`src/rtl/print_sink.sv`:
```
// print_sink: queues {a,b} pairs from the CPU's PRINT op and renders each pair
// as an ASCII line "a, b\r\n" on a valid/ready byte stream for the UART.
// Optional build macro PRINT_HEX_EN: two uppercase hex digits per value
// instead of decimal without leading zeros.
module print_sink #(
    parameter int DEPTH = 4,
    parameter int CW    = 3
) (
    input  logic          clock,
    input  logic          reset,
    input  logic          print_valid,
    input  logic [7:0]    print_a,
    input  logic [7:0]    print_b,
    output logic [7:0]    tx_data,
    output logic          tx_valid,
    input  logic          tx_ready,
    output logic          busy,
    output logic [CW-1:0] fifo_count,
    output logic          overflow
);
    localparam int PW = (DEPTH > 1) ? $clog2(DEPTH) : 1;
    localparam logic [CW-1:0] FULL_CNT = CW'(DEPTH);

    typedef enum logic [2:0] {IDLE, CONV_A, SEND_A, CONV_B, SEND_B} state_t;
    state_t state, state_nxt;

    logic [15:0]   mem [DEPTH];
    logic [PW-1:0] wr_ptr, rd_ptr;
    logic          full, push, pop, xfer, last_byte, conv_done, conv_step, next_value;
    logic [7:0]    work;     // value being converted; holds the ones digit afterwards
    logic [7:0]    b_reg;
    logic [3:0]    dig_h, dig_t, dig_o;
    logic [1:0]    ndig;
    logic [2:0]    idx;      // byte position within the current half-line

    // Map a digit value 0..15 onto '0'-'9' / 'A'-'F'.
    function automatic logic [7:0] to_ascii(input logic [3:0] d);
        if (d < 4'd10) return 8'h30 + {4'h0, d};
        else           return 8'h37 + {4'h0, d};
    endfunction

    // Byte at position i of a half-line: n digits (most significant first),
    // then the two trailing characters s0 and s1.
    function automatic logic [7:0] line_char(
        input logic [2:0] i, input logic [1:0] n,
        input logic [3:0] h, input logic [3:0] t, input logic [3:0] o,
        input logic [7:0] s0, input logic [7:0] s1);
        logic [2:0] nn;
        logic [7:0] c;
        nn = {1'b0, n};
        if (i < nn) begin
            case (nn - i)
                3'd3:    c = to_ascii(h);
                3'd2:    c = to_ascii(t);
                default: c = to_ascii(o);
            endcase
        end else if (i == nn) begin
            c = s0;
        end else begin
            c = s1;
        end
        return c;
    endfunction

    assign full       = (fifo_count == FULL_CNT);
    assign push       = print_valid && !full;
    assign pop        = (state == IDLE) && (fifo_count != '0);
    assign xfer       = tx_valid && tx_ready;
    assign last_byte  = (idx == ({1'b0, ndig} + 3'd1));
    assign conv_step  = ((state == CONV_A) || (state == CONV_B)) && !conv_done;
    assign next_value = (state == SEND_A) && xfer && last_byte;

`ifdef PRINT_HEX_EN
    assign dig_h     = 4'd0;
    assign dig_t     = work[7:4];
    assign dig_o     = work[3:0];
    assign ndig      = 2'd2;
    assign conv_done = 1'b1;
`else
    logic [3:0] hund_cnt, tens_cnt;

    assign dig_h     = hund_cnt;
    assign dig_t     = tens_cnt;
    assign dig_o     = work[3:0];
    assign ndig      = (hund_cnt != 4'd0) ? 2'd3 : ((tens_cnt != 4'd0) ? 2'd2 : 2'd1);
    assign conv_done = (work < 8'd10);

    // Count subtractions of 100 first, then of 10, one per cycle.
    always_ff @(posedge clock) begin
        if (pop || next_value) begin
            hund_cnt <= 4'd0;
            tens_cnt <= 4'd0;
        end else if (conv_step) begin
            if (work >= 8'd100) hund_cnt <= hund_cnt + 4'd1;
            else                tens_cnt <= tens_cnt + 4'd1;
        end
    end
`endif

    // FIFO storage write; the full check happens before any same-cycle pop.
    always_ff @(posedge clock) begin
        if (push) mem[wr_ptr] <= {print_a, print_b};
    end

    // Working value: load a on pop, reduce during decimal conversion, then load b.
    always_ff @(posedge clock) begin
        if (pop) begin
            work  <= mem[rd_ptr][15:8];
            b_reg <= mem[rd_ptr][7:0];
        end else if (next_value) begin
            work <= b_reg;
        end else if (conv_step) begin
            work <= work - ((work >= 8'd100) ? 8'd100 : 8'd10);
        end
    end

    // Control: pointers, occupancy, sticky overflow and byte index.
    always_ff @(posedge clock) begin
        if (reset) begin
            wr_ptr     <= '0;
            rd_ptr     <= '0;
            fifo_count <= '0;
            overflow   <= 1'b0;
            idx        <= 3'd0;
        end else begin
            if (push) wr_ptr <= wr_ptr + PW'(1);
            if (pop)  rd_ptr <= rd_ptr + PW'(1);
            case ({push, pop})
                2'b10:   fifo_count <= fifo_count + CW'(1);
                2'b01:   fifo_count <= fifo_count - CW'(1);
                default: fifo_count <= fifo_count;
            endcase
            if (print_valid && full) overflow <= 1'b1;
            if (xfer) idx <= last_byte ? 3'd0 : idx + 3'd1;
        end
    end

    // FSM state register.
    always_ff @(posedge clock) begin
        if (reset) state <= IDLE;
        else       state <= state_nxt;
    end

    // FSM next state and byte-stream outputs.
    always_comb begin
        state_nxt = state;
        tx_valid  = 1'b0;
        tx_data   = 8'h00;
        busy      = 1'b1;
        case (state)
            IDLE: begin
                busy = 1'b0;
                if (fifo_count != '0) state_nxt = CONV_A;
            end
            CONV_A: if (conv_done) state_nxt = SEND_A;
            SEND_A: begin
                tx_valid = 1'b1;
                tx_data  = line_char(idx, ndig, dig_h, dig_t, dig_o, 8'h2C, 8'h20);
                if (tx_ready && last_byte) state_nxt = CONV_B;
            end
            CONV_B: if (conv_done) state_nxt = SEND_B;
            SEND_B: begin
                tx_valid = 1'b1;
                tx_data  = line_char(idx, ndig, dig_h, dig_t, dig_o, 8'h0D, 8'h0A);
                if (tx_ready && last_byte) state_nxt = IDLE;
            end
            default: state_nxt = IDLE;
        endcase
    end
endmodule

```
`config.mk`:
```
export PLATFORM = sky130hd
export DESIGN_NAME = print_sink
export DESIGN_NICKNAME = d
export VERILOG_FILES = /design/src/rtl/print_sink.sv
export SDC_FILE = /design/constraint.sdc
export NUM_CORES = 1
export LEC_CHECK = 0
export CORE_UTILIZATION = 55
export DETAILED_ROUTE_END_ITERATION = 12
export PLACE_DENSITY_LB_ADDON = 0.05
export SLEW_MARGIN = 40
export SYNTH_ARGS = -nofsm -noshare
export SYNTH_HDL_FRONTEND = slang
export SYNTH_SLANG_ARGS = --single-unit
```
`constraint.sdc`:
```
create_clock -name clock -period 8.7 [get_ports clock]
set_input_delay 1.74 -clock clock [delete_from_list [all_inputs] [get_ports clock]]
set_output_delay 1.74 -clock clock [all_outputs]
set_load 0.02 [all_outputs]
```
# ---- After elaboration in Yosys (flattened, before gate mapping)
# Memories as Yosys holds them, arrays and structs flattened. A register that Yosys moved wholly into a read port is not among the register bits.
# Cells that the tools add are included.
dict set report classes {
  n_addsub 16
  n_lt_le_gt_ge 6
  n_eq_ne 16
  muxes 29
  bitwise 1
  n_reduce_logical 22
}
# cell count
set op_table {}
lappend op_table {{$add 6x4->7 const A} 6}
lappend op_table {{$mux 8} 5}
lappend op_table {{$mux 7} 4}
lappend op_table {{$mux 3} 7}
lappend op_table {{$pmux 8 s2} 1}
lappend op_table {{$pmux 3 s5} 1}
lappend op_table {{$pmux 7 s2} 1}
lappend op_table {{$eq 3x2->1 const B} 4}
lappend op_table {{$lt 4x4->1 const B} 3}
lappend op_table {{$add 4x1->4 const B} 2}
lappend op_table {{$ge 8x7->1 const B} 1}
lappend op_table {{$logic_and 1x1->1} 8}
lappend op_table {{$lt 8x4->1 const B} 1}
lappend op_table {{$mux 2} 4}
lappend op_table {{$reduce_bool 4->1} 2}
lappend op_table {{$sub 8x7->8} 1}
lappend op_table {{$add 3x1->3 const B} 2}
lappend op_table {{$eq 3x3->1 const B} 2}
lappend op_table {{$ne 2x2->1 const B} 3}
lappend op_table {{$pmux 3 s2} 1}
lappend op_table {{$reduce_bool 3->1} 2}
lappend op_table {{$reduce_and 5->1} 1}
lappend op_table {{$add 2x1->2 const B} 2}
lappend op_table {{$mux 1} 4}
lappend op_table {{18 further kinds} 22}
dict set report totals {
  register_bits 38
  ramBits 64
  inputBits 20
  out_inout_bits 14
  word_cells 101
  n_memories 1
}
# memory words width read_ports rd_ports_with_merged_regs wr line
set memory_table {}
lappend memory_table {mem 4 16 1 1 1 27} ;# logic [15:0] mem [DEPTH];

# ---- Logic depth before layout (Yosys ltp)
# Gate-level depths: netlist of the first run.
dict set report depth {
  depth_word 8
  depth_mapped 12
  ltp_nobuf 12
}

# ---- Least setup slack after synthesis of the first run
# OpenSTA, ideal clock, no wires.
dict set report synth_path {
  path_kind {reg-to-output}
  start {reg hund_cnt[1], in the netlist dig_h[1]}
  end {out tx_data[1]}
  arrival_time_ns 3.180
  t_required_ns 6.960
  slack_ns 3.780
  path_stages_with_launch 11
  n_path_buf 0
  cell_sequence {dfxtp_1 > inv_1 > ha_1 > nor3b_2 > nor2b_1 > ha_1 > fa_1 > xnor2_1 > nor2b_1 > o211ai_1 > a2111oi_0}
}
dict set report synth_between {
  elab_chain_len 7
  elab_cells_between_ends 16
  cone_classes {add/sub (3); order compare (2); eq/ne (3); mux (7); reduce/logical (1)}
}
# item line
set synth_lines {}
lappend synth_lines {{start: declaration} 80} ;# logic [3:0] hund_cnt, tens_cnt;
lappend synth_lines {{start signal: assignment} 94} ;# if (work >= 8'd100) hund_cnt <= hund_cnt + 4'd1;
lappend synth_lines {{$reduce_bool 4->1} 85} ;# assign ndig = (hund_cnt != 4'd0) ? 2'd3 : ((tens_cnt != 4'd0) ? 2'd2 : 2'd1);
lappend synth_lines {{$mux 2} 85}
lappend synth_lines {{$sub 2x3->3} 52} ;# case (nn - i)
lappend synth_lines {{$eq 3x2->1} 52}
lappend synth_lines {{$pmux 7 s2} 52}
lappend synth_lines {{$mux 8} 51} ;# if (i < nn) begin
lappend synth_lines {{$pmux 8 s2 (*)} 150} ;# case (state)
lappend synth_lines {{end: declaration} 14} ;# output logic [7:0] tx_data,
# Mark *: on every way between the ends. The rest lies on a longest branch, timed or not.

# ---- Final worst setup path of the first run
# Same ends and word-level chain as after synthesis.

==> results of run 1 <==
## cell type report
type | instances | share of cell area
Sequential cell | 104 | 0.517
Multi-Input combinational cell | 242 | 0.345
Timing Repair Buffer | 33 | 0.0588
Tap cell | 108 | 0.0242
Clock buffer | 9 | 0.0222
Clock inverter | 7 | 0.0168
Inverter | 23 | 0.0157
## synthesized netlist by cell type, types with 3 or more instances
library cell	number
sky130_fd_sc_hd__and2_1	4
sky130_fd_sc_hd__nand3_1	4
sky130_fd_sc_hd__o21ai_1	4
sky130_fd_sc_hd__nor3_1	9
sky130_fd_sc_hd__xnor2_1	14
sky130_fd_sc_hd__mux2i_1	6
sky130_fd_sc_hd__mux4_2	16
sky130_fd_sc_hd__o21ai_0	11
sky130_fd_sc_hd__a22oi_1	3
sky130_fd_sc_hd__nand2b_1	4
sky130_fd_sc_hd__nand2_1	26
sky130_fd_sc_hd__fa_1	3
sky130_fd_sc_hd__a211oi_1	4
sky130_fd_sc_hd__nor2b_1	6
sky130_fd_sc_hd__inv_1	21
sky130_fd_sc_hd__nor2_2	3
sky130_fd_sc_hd__clkbuf_1	5
sky130_fd_sc_hd__edfxtp_1	80
sky130_fd_sc_hd__nor2_1	33
sky130_fd_sc_hd__dfxtp_1	24
sky130_fd_sc_hd__nor4bb_1	3
sky130_fd_sc_hd__ha_1	19
sky130_fd_sc_hd__buf_2	6
sky130_fd_sc_hd__buf_6	3
sky130_fd_sc_hd__xor2_1	6
sky130_fd_sc_hd__a21oi_1	22
sky130_fd_sc_hd__a31oi_1	5
## power groups by stage
stage,registers (µW),logic (µW),clock network [µW]
5_1_grt,772,951,334
3_3_place_gp,764,837,0
4_1_cts,758,862,318
6_report,758,856,311
3_5_place_dp,769,856,0
2_1_floorplan,743,675,0
## per-stage QoR
step	std cells	total power [µW]	hold slack, ns	setup slack (ns)	utilization
after floorplan	385	1420	0.460	3.78	-
after global placement	510	1600	0.448	3.72	0.611
after detailed placement	510	1630	0.458	3.57	0.611
after CTS	526	1940	0.484	3.14	0.636
after global routing	526	2060	0.528	2.93	0.636
final	526	1920	0.479	3.12	0.636
## routing by layer
metal  GRT usage  wire length, µm  up-vias
li1            -                -     1479
met1       0.258             3980     1482
met2       0.355             4660       54
met3      0.0460              271       14
met4      0.0551              119        0
met5           0                0        -
## kinds of logic (layout without fill, tap and decap cells)
| family | after synthesis | after routing | synth area share |
|---|---|---|---|
| and+or+nand+nor | 110 | 110 | 0.113 |
| DFF | 104 | 104 | 0.578 |
| AOI/OAI and AO/OA | 67 | 67 | 0.0916 |
| buffers and inverters | 39 | 72 | 0.0371 |
| adders and majority gates | 22 | 22 | 0.0597 |
| muxes | 22 | 22 | 0.0843 |
| xor gates and xnor gates | 20 | 20 | 0.0351 |
| other | 1 | 1 | 0.000752 |
## how the worst max path moves through the flow
stage | to | slack [ns] | depth (start not counted)
final | tx_data[1] | 3.12 | 11
after global routing | tx_data[1] | 2.93 | 11
after CTS | tx_data[1] | 3.14 | 11
after detailed placement | tx_data[1] | 3.57 | 11
after global placement | tx_data[1] | 3.72 | 11
after floorplan | tx_data[1] | 3.78 | 10
## tightest hold or removal path: cells and delay by family, from the launching register on
family             cells  cell delay, ns
and+or+nand+nor        1            0.07
DFF                    1            0.34
AOI/OAI and AO/OA      1            0.04
==> out/qor_table.md, run 1 <==
| Step | Parameter | Value |
|:---|:---|:---|
| worst setup path | Worst Setup Start Kind | flop |
| timing | Crit share post-route | 0.641 |
| clock network | Gates resized, CTS repair | 0 |
| synthesis | Library cell with the largest summed area after synthesis | sky130_fd_sc_hd__edfxtp_1 |
| synthesis | Number of nets produced by synthesis | 427 |
| worst setup path | Worst reg2reg path startpoint | work[2] |
| worst setup path | Start point of the critical path | dig_h[1] |
| worst setup path | Maximum cell stage delay along the critical path | 0.70 ns |
| final layout | Final standard cell area without fillers | 0.00557 mm² |
| worst setup path | Cell family with the largest share of critical-path delay | adder cells |
| final layout | Multi-input gate area | 0.00192 mm² |
| power | Flop pwr share | 0.394 |
| power | Switching power of the nets | 763 µW |
| final layout | Largest register FFs | 64 |
| timing | Fin Setup TNS | 0 ns |
| global route | Antenna violations before repair | 0 |
| final layout | Sequential cell area | 0.00288 mm² |
| route | Detailed-route DRC error count | 0 |
| power | Power density over the cells | 345 mW/mm² |
| worst setup path | Critical path capture point type | primary output |
| worst setup path | Critical path peak fanout | 8 |
| clock network | Clock buffer depth | 2 |
| worst setup path | Worst-path cell chain | inv_1 -> ha_1 -> nor3b_2 -> nor2b_1 -> ha_1 -> fa_1 -> xnor2_1 -> nor2b_1 -> o211ai_1 -> a2111oi_0 -> clkdlybuf4s50_1 |
| hold path | Cell count of the worst hold path | 2 |
| power | Max rail drop VDD | 163 µV |
| synthesis | FFs w/ async S/R, synth | 0 |
| hold path | Hold Path Origin | overflow |
| die | I/O pin count | 34 |
| place | Estimated wirelength of the detail-placed design | 6280 µm |
| clock network | TritonCTS clock tree | yes |
| power | Standby leakage power | 0.00192 µW |
| die | Count of standard-cell rows | 34 |
| timing | Setup repair after global routing missed its margin | no |
| timing | Final slew viol count | 0 |
| worst setup path | Req. time, crit path | 6.96 ns |
| synthesis | Post-synthesis sequential area ratio | 0.578 |
| clock network | Clock-pin slew reported for the worst setup and hold paths after clock tree synthesis | 0.11 ns |
| final layout | Fill cell total of the finished layout | 664 |
| worst setup path | Class of the most critical setup path | flop to primary output |
| route | Vias/cell | 5.76 |
| power | Share of total power in the clock network | 0.162 |
| global route | GRT Util Overall | 0.204 |
| clock network | Number of clock sinks | 104 |
| clock network | Count of buffers added by post-CTS timing repair for setup | 0 |
| clock network | Hold-fix buffers at CTS | 0 |
| worst setup path | Critical path buffers and inverters | 2 |
| final layout | Layout cell share with drive strength beyond 1 | 0.122 |
| timing | Final hold violations | 0 |
| die | Core Footprint | 0.00876 mm² |
| route | DR WL/cell | 17.2 µm |
| timing | Relative slew slack | 0.619 |
| clock network | Insertion delay to the later sink of the worst-skew pair | 0.37 ns |
| route | Number of violations reported at the end of detailed-routing iteration 0 | 128 |
| run | Maxcap violations | 0 |
| place | Port Buffer Count | 32 |
| synthesis | Total of warnings raised by yosys | 0 |
| final layout | Leading cell type in the layout, fill and taps excluded | sky130_fd_sc_hd__edfxtp_1 |
| timing | Clk_skew | 0.0137 ns |
| synthesis | Area contributors post-synth | sky130_fd_sc_hd__edfxtp_1 48%, sky130_fd_sc_hd__dfxtp_1 9.6%, sky130_fd_sc_hd__mux4_2 7.2%, sky130_fd_sc_hd__ha_1 4.8%, sky130_fd_sc_hd__nor2_1 2.5% |
| timing | Min cycle time layout | 5.58 ns |
| global route | Wire length of the first global-routing pass | 15000 µm |
| route | Number of optimization iterations in the first detailed-route pass | 5 |
| clock network | CTS H-tree depth | 3 |
| power | Net Sw Frac | 0.396 |
| route | Post-Route WL | 9030 µm |
| worst setup path | Max stage delay cell, worst path | sky130_fd_sc_hd__clkdlybuf4s50_1 |
| die | Horiz. Die Dim | 97.2 µm |
| power | Cell internal power dissipation | 1160 µW |
| die | Starting Density | 0.569 |
| hold path | Hold EP | overflow |
| final layout | Net count, final | 455 |
| global route | Overflow after GRT | 0 |
| worst setup path | Reg2reg path depth | 10 |
| route | Vias after detailed routing | 3029 |
| timing | Max Clock Freq | 179 MHz |
| global route | Maximum number of pins on one net before global-route repair | 23 |
| synthesis | Register bit total from synthesis | 104 |
| outcome | Result of the run | complete, no violations |
| place | Instance area after placement | 0.00536 mm² |
| timing | Worst-margin pin slew | 0.555 ns |
| worst setup path | Worst Path Arrival | 3.84 ns |
| worst setup path | R2r setup slk | 5.26 ns |
| route | Post-route ant nets | 0 |
| hold path | Type of the most critical hold path | flop to flop |
| synthesis | Number of unique standard cell types used by synthesis | 58 |
| worst setup path | End of the worst register-to-register path | work[5] |
| final layout | Top library cells by usage in the layout, fill and taps aside | 80 x sky130_fd_sc_hd__edfxtp_1, 33 x sky130_fd_sc_hd__nor2_1, 32 x sky130_fd_sc_hd__clkdlybuf4s50_1 |
| synthesis | Post-synth top area share | 0.482 |
| place | GP Congestion | 0.854 |
| synthesis | Number of flops mapped to enable cells by yosys | 80 |
| synthesis | Syn Inst Count | 385 |
| clock network | Number of CTS-inserted buffers | 9 |
| synthesis | Mapped cell area | 0.00498 mm² |
| timing | Total of endpoints with negative setup slack in the final report | 0 |
| clock network | Root buffer cell | sky130_fd_sc_hd__clkbuf_8 |
| final layout | Synthesis-to-finish area growth | 11.8% |
| global route | Via count of the first global-routing pass | 3050 |
| power | Proportion of power drawn by combinational gates | 0.445 |
| die | Vertical extent of the die | 97.2 µm |
| final layout | Antenna cell count | 0 |
| die | Die area | 0.00945 mm² |
| synthesis | Post-synthesis average cell area | 12.9 µm² |
| synthesis | Primary flip-flop cell chosen by synthesis mapping | sky130_fd_sc_hd__edfxtp_1 |
Power figures use the tool's default switching activity.
==> inputs of run 2 (changes only) <==
--- a/config.mk
+++ b/config.mk
@@ -5,7 +5,7 @@
 export SDC_FILE = /design/constraint.sdc
 export NUM_CORES = 1
 export LEC_CHECK = 0
-export CORE_UTILIZATION = 55
+export CORE_UTILIZATION = 53
 export DETAILED_ROUTE_END_ITERATION = 12
 export PLACE_DENSITY_LB_ADDON = 0.05
 export SLEW_MARGIN = 40
==> constraint.sdc (replaced) <==
create_clock -name clock -period 4.6 [get_ports clock]
set_input_delay 0.92 -clock clock [delete_from_list [all_inputs] [get_ports clock]]
set_output_delay 0.92 -clock clock [all_outputs]
set_load 0.02 [all_outputs]
==> out/qor_table.md, run 2 (same netlist as run 1, synthesis figures left out) <==
| Step | Parameter | Value | vs previous |
|:---|:---|:---|:---|
| timing | Setup repair after global routing missed its margin | no |  |
| die | Horiz. Die Dim | 99.0 µm | +1.8% |
| final layout | Synthesis-to-finish area growth | 12.0% |  |
| final layout | Final Util | 0.607 | -0.0291 |
| die | Starting Density | 0.542 | -0.0268 |
| final layout | Antenna cell count | 0 | unchanged |
| final layout | Largest register FFs | 64 | unchanged |
| die | Count of standard-cell rows | 35 | +2.9% |
| global route | Wire length of the first global-routing pass | 14900 µm | -0.73% |
| route | DR top layer | met4 |  |
| power | Cell internal power dissipation | 2200 µW | +89% |
| global route | Antenna violations before repair | 0 | unchanged |
| worst setup path | Start point of the critical path | dig_h[0] |  |
| route | Number of violations reported at the end of detailed-routing iteration 0 | 93 | -27% |
| worst setup path | Class of the most critical setup path | flop to primary output |  |
| place | Estimated wirelength of the detail-placed design | 6260 µm | -0.40% |
| clock network | Clock-pin slew reported for the worst setup and hold paths after clock tree synthesis | 0.11 ns | about the same |
| route | Wire length on met1 | 4120 µm | +3.5% |
| route | Vias after detailed routing | 2965 | -2.1% |
| run | Maxcap violations | 0 | unchanged |
| power | Power density over the cells | 650 mW/mm² | +88% |
| outcome | Result of the run | complete, no violations |  |
| clock network | Number of CTS-inserted buffers | 9 | unchanged |
| die | Core Footprint | 0.00920 mm² | +4.9% |
| worst setup path | R2r setup slk | 1.12 ns | -4.14 ns |
| die | Vertical extent of the die | 99.0 µm | +1.8% |
| worst setup path | Reg2reg path depth | 10 | unchanged |
| timing | Max Clock Freq | 228 MHz |  |
| hold path | Type of the most critical hold path | flop to flop |  |
| final layout | Net count, final | 455 | unchanged |
| timing | Final slew viol count | 0 | unchanged |
| worst setup path | Max stage delay cell, worst path | sky130_fd_sc_hd__clkdlybuf4s50_1 |  |
| power | Share of total power in the clock network | 0.163 | about the same |
| route | Length of routed met2 wiring | 4410 µm | -5.3% |
| clock network | Clock buffer depth | 2 | unchanged |
| clock network | TritonCTS clock tree | yes |  |
| clock network | Insertion delay to the later sink of the worst-skew pair | 0.36 ns | about the same |
| place | GP Congestion | 0.836 | -2.0% |
| power | Proportion of power drawn by combinational gates | 0.440 | -0.005 |
| power | Standby leakage power | 0.00193 µW | +0.37% |
| timing | Total of endpoints with negative setup slack in the final report | 0 | unchanged |
| place | Number of cells in the design after placement | 513 | +0.59% |
| die | I/O pin count | 34 | unchanged |
| power | Switching power of the nets | 1430 µW | +88% |
| route | Post-route ant nets | 0 | unchanged |
| final layout | Layout cell share with drive strength beyond 1 | 0.127 | +0.00478 |
| timing | Worst-margin pin slew | 0.585 ns | +0.0295 ns |
| route | DR WL/cell | 16.9 µm | -1.4% |
| hold path | Cell count of the worst hold path | 2 | unchanged |
| route | Number of optimization iterations in the first detailed-route pass | 4 | -1 |
| worst setup path | End of the worst register-to-register path | work[5] |  |
| final layout | Leading cell type in the layout, fill and taps excluded | sky130_fd_sc_hd__edfxtp_1 |  |
| global route | GRT Util Overall | 0.200 | -0.00421 |
| final layout | Post-Layout Cell Count | 529 | +0.57% |
| worst setup path | Worst-path cell chain | inv_1 -> ha_1 -> nor3b_2 -> nor2b_1 -> ha_1 -> fa_1 -> xnor2_1 -> nand2b_1 -> a311oi_1 -> o311a_1 -> clkdlybuf4s50_1 |  |
| timing | Crit share post-route | 0.951 |  |
| worst setup path | Critical path capture point type | primary output |  |
| worst setup path | Worst Setup Start Kind | flop |  |
| global route | Overflow after GRT | 0 | unchanged |
| route | Detailed-route DRC error count | 0 | unchanged |
| global route | Maximum number of pins on one net before global-route repair | 23 | unchanged |
| clock network | Root buffer cell | sky130_fd_sc_hd__clkbuf_8 |  |
| worst setup path | Critical path peak fanout | 6 | -2 |
| worst setup path | Endpoint of the most critical setup path | tx_data[2] |  |
| place | Port Buffer Count | 32 | unchanged |
| die | Die area | 0.00980 mm² | +3.7% |
| worst setup path | Most Frequent Cell on Critical Path | sky130_fd_sc_hd__ha_1 |  |
| clock network | CTS H-tree depth | 3 | unchanged |
| global route | Via count of the first global-routing pass | 2971 | -2.6% |
| route | Post-Route WL | 8950 µm | -0.85% |
| worst setup path | Req. time, crit path | 3.68 ns | -3.28 ns |
| timing | Relative slew slack | 0.599 | -0.0202 |
| power | Flop pwr share | 0.397 | +0.003 |
| final layout | Top library cells by usage in the layout, fill and taps aside | 80 x sky130_fd_sc_hd__edfxtp_1, 33 x sky130_fd_sc_hd__nor2_1, 31 x sky130_fd_sc_hd__clkdlybuf4s50_1 |  |
| clock network | Number of clock sinks | 104 | unchanged |
| timing | Final hold violations | 0 | unchanged |
| timing | Clk_skew | 0.0136 ns | -0.0000949 ns |
| clock network | Hold-fix buffers at CTS | 0 | unchanged |
| timing | Min cycle time layout | 4.38 ns |  |
| timing | Fin Setup TNS | 0 ns | unchanged |
| power | Net Sw Frac | 0.394 | -0.00210 |
| worst setup path | Worst Path Arrival | 3.46 ns | -0.38 ns |
| worst setup path | Worst reg2reg path startpoint | work[2] |  |
| route | Vias/cell | 5.60 | -2.7% |
| power | Max rail drop VDD | 319 µV | +96% |
| clock network | Count of buffers added by post-CTS timing repair for setup | 0 | unchanged |
| route | WL met3 | 201 µm | -26% |
| worst setup path | Maximum cell stage delay along the critical path | 0.60 ns | -0.10 ns |
## run 2: cell types whose count changed in the layout (fill, tap and decap cells not counted)
cell,before,now
sky130_fd_sc_hd__dlygate4sd2_1,0,1
sky130_fd_sc_hd__dfxtp_2,1,2
sky130_fd_sc_hd__dfxtp_1,23,22
sky130_fd_sc_hd__nor2b_1,6,5
sky130_fd_sc_hd__clkdlybuf4s50_1,32,31
sky130_fd_sc_hd__a2111oi_1,0,1
sky130_fd_sc_hd__a2111oi_0,2,1
sky130_fd_sc_hd__nor2b_2,0,1
## run 2: area by class of cell
class	instances	area (µm²)
clock inverter	7	93.8
timing repair buffer	33	327
fill	753	3610
tap	111	139
multi-input combinational	242	1930
inverter	23	87.6
sequential	104	2890
clock buffer	9	124
## run 2: critical path: cells and delay by family, from the launching register on
| family | cells | cell delay (ns) |
|---|---|---|
| AO/OA/AOI/OAI | 2 | 0.52 |
| XOR/XNOR | 1 | 0.18 |
| adder cells (fa/ha/maj) | 3 | 0.80 |
| buffers and inverters | 2 | 0.71 |
| flip-flops | 1 | 0.40 |
| AND/OR/NAND/NOR | 3 | 0.49 |
## run 2: timing repair
item,in CTS,in global routing
pin swaps,0,0
endpoints found under the hold margin,0,0
setup endpoints to repair,1,4
gates resized for setup,1,3
## run 2: worst min path at each step
stage,start,to,slack [ns]
after floorplan,idx[0],idx[0],0.46
after global placement,overflow,overflow,0.46
after detailed placement,overflow,overflow,0.46
after CTS,overflow,overflow,0.49
after global routing,rd_ptr[1],flop,0.55
final,overflow,overflow,0.49
## run 2: routing by layer
metal | up-vias | GRT usage
li1 | 1470 | -
met2 | 40 | 0.338
met5 | - | 0
met3 | 14 | 0.0348
met4 | 0 | 0.0815
met1 | 1441 | 0.257
## run 2: power by group through the flow
| stage | Sequential (µW) | Clock [µW] | Combinational (µW) |
|---|---|---|---|
| 3_5_place_dp | 1470 | 0 | 1600 |
| 3_3_place_gp | 1460 | 0 | 1580 |
| 2_1_floorplan | 1400 | 0 | 1280 |
| 6_report | 1440 | 591 | 1600 |
| 4_1_cts | 1440 | 603 | 1610 |
| 5_1_grt | 1470 | 634 | 1790 |
## run 2: per-stage QoR
stage / total power, µW / area (µm²) / hold WS, ns / worst slack (ns)
finish: 3630 / 5580 / 0.492 / 0.224
global placement: 3040 / 5350 / 0.455 / 0.389
CTS: 3660 / 5580 / 0.494 / 0.133
detailed placement: 3070 / 5360 / 0.465 / 0.320
global route: 3890 / 5580 / 0.555 / 0.0281
floorplan: 2680 / 4980 / 0.460 / 0.500
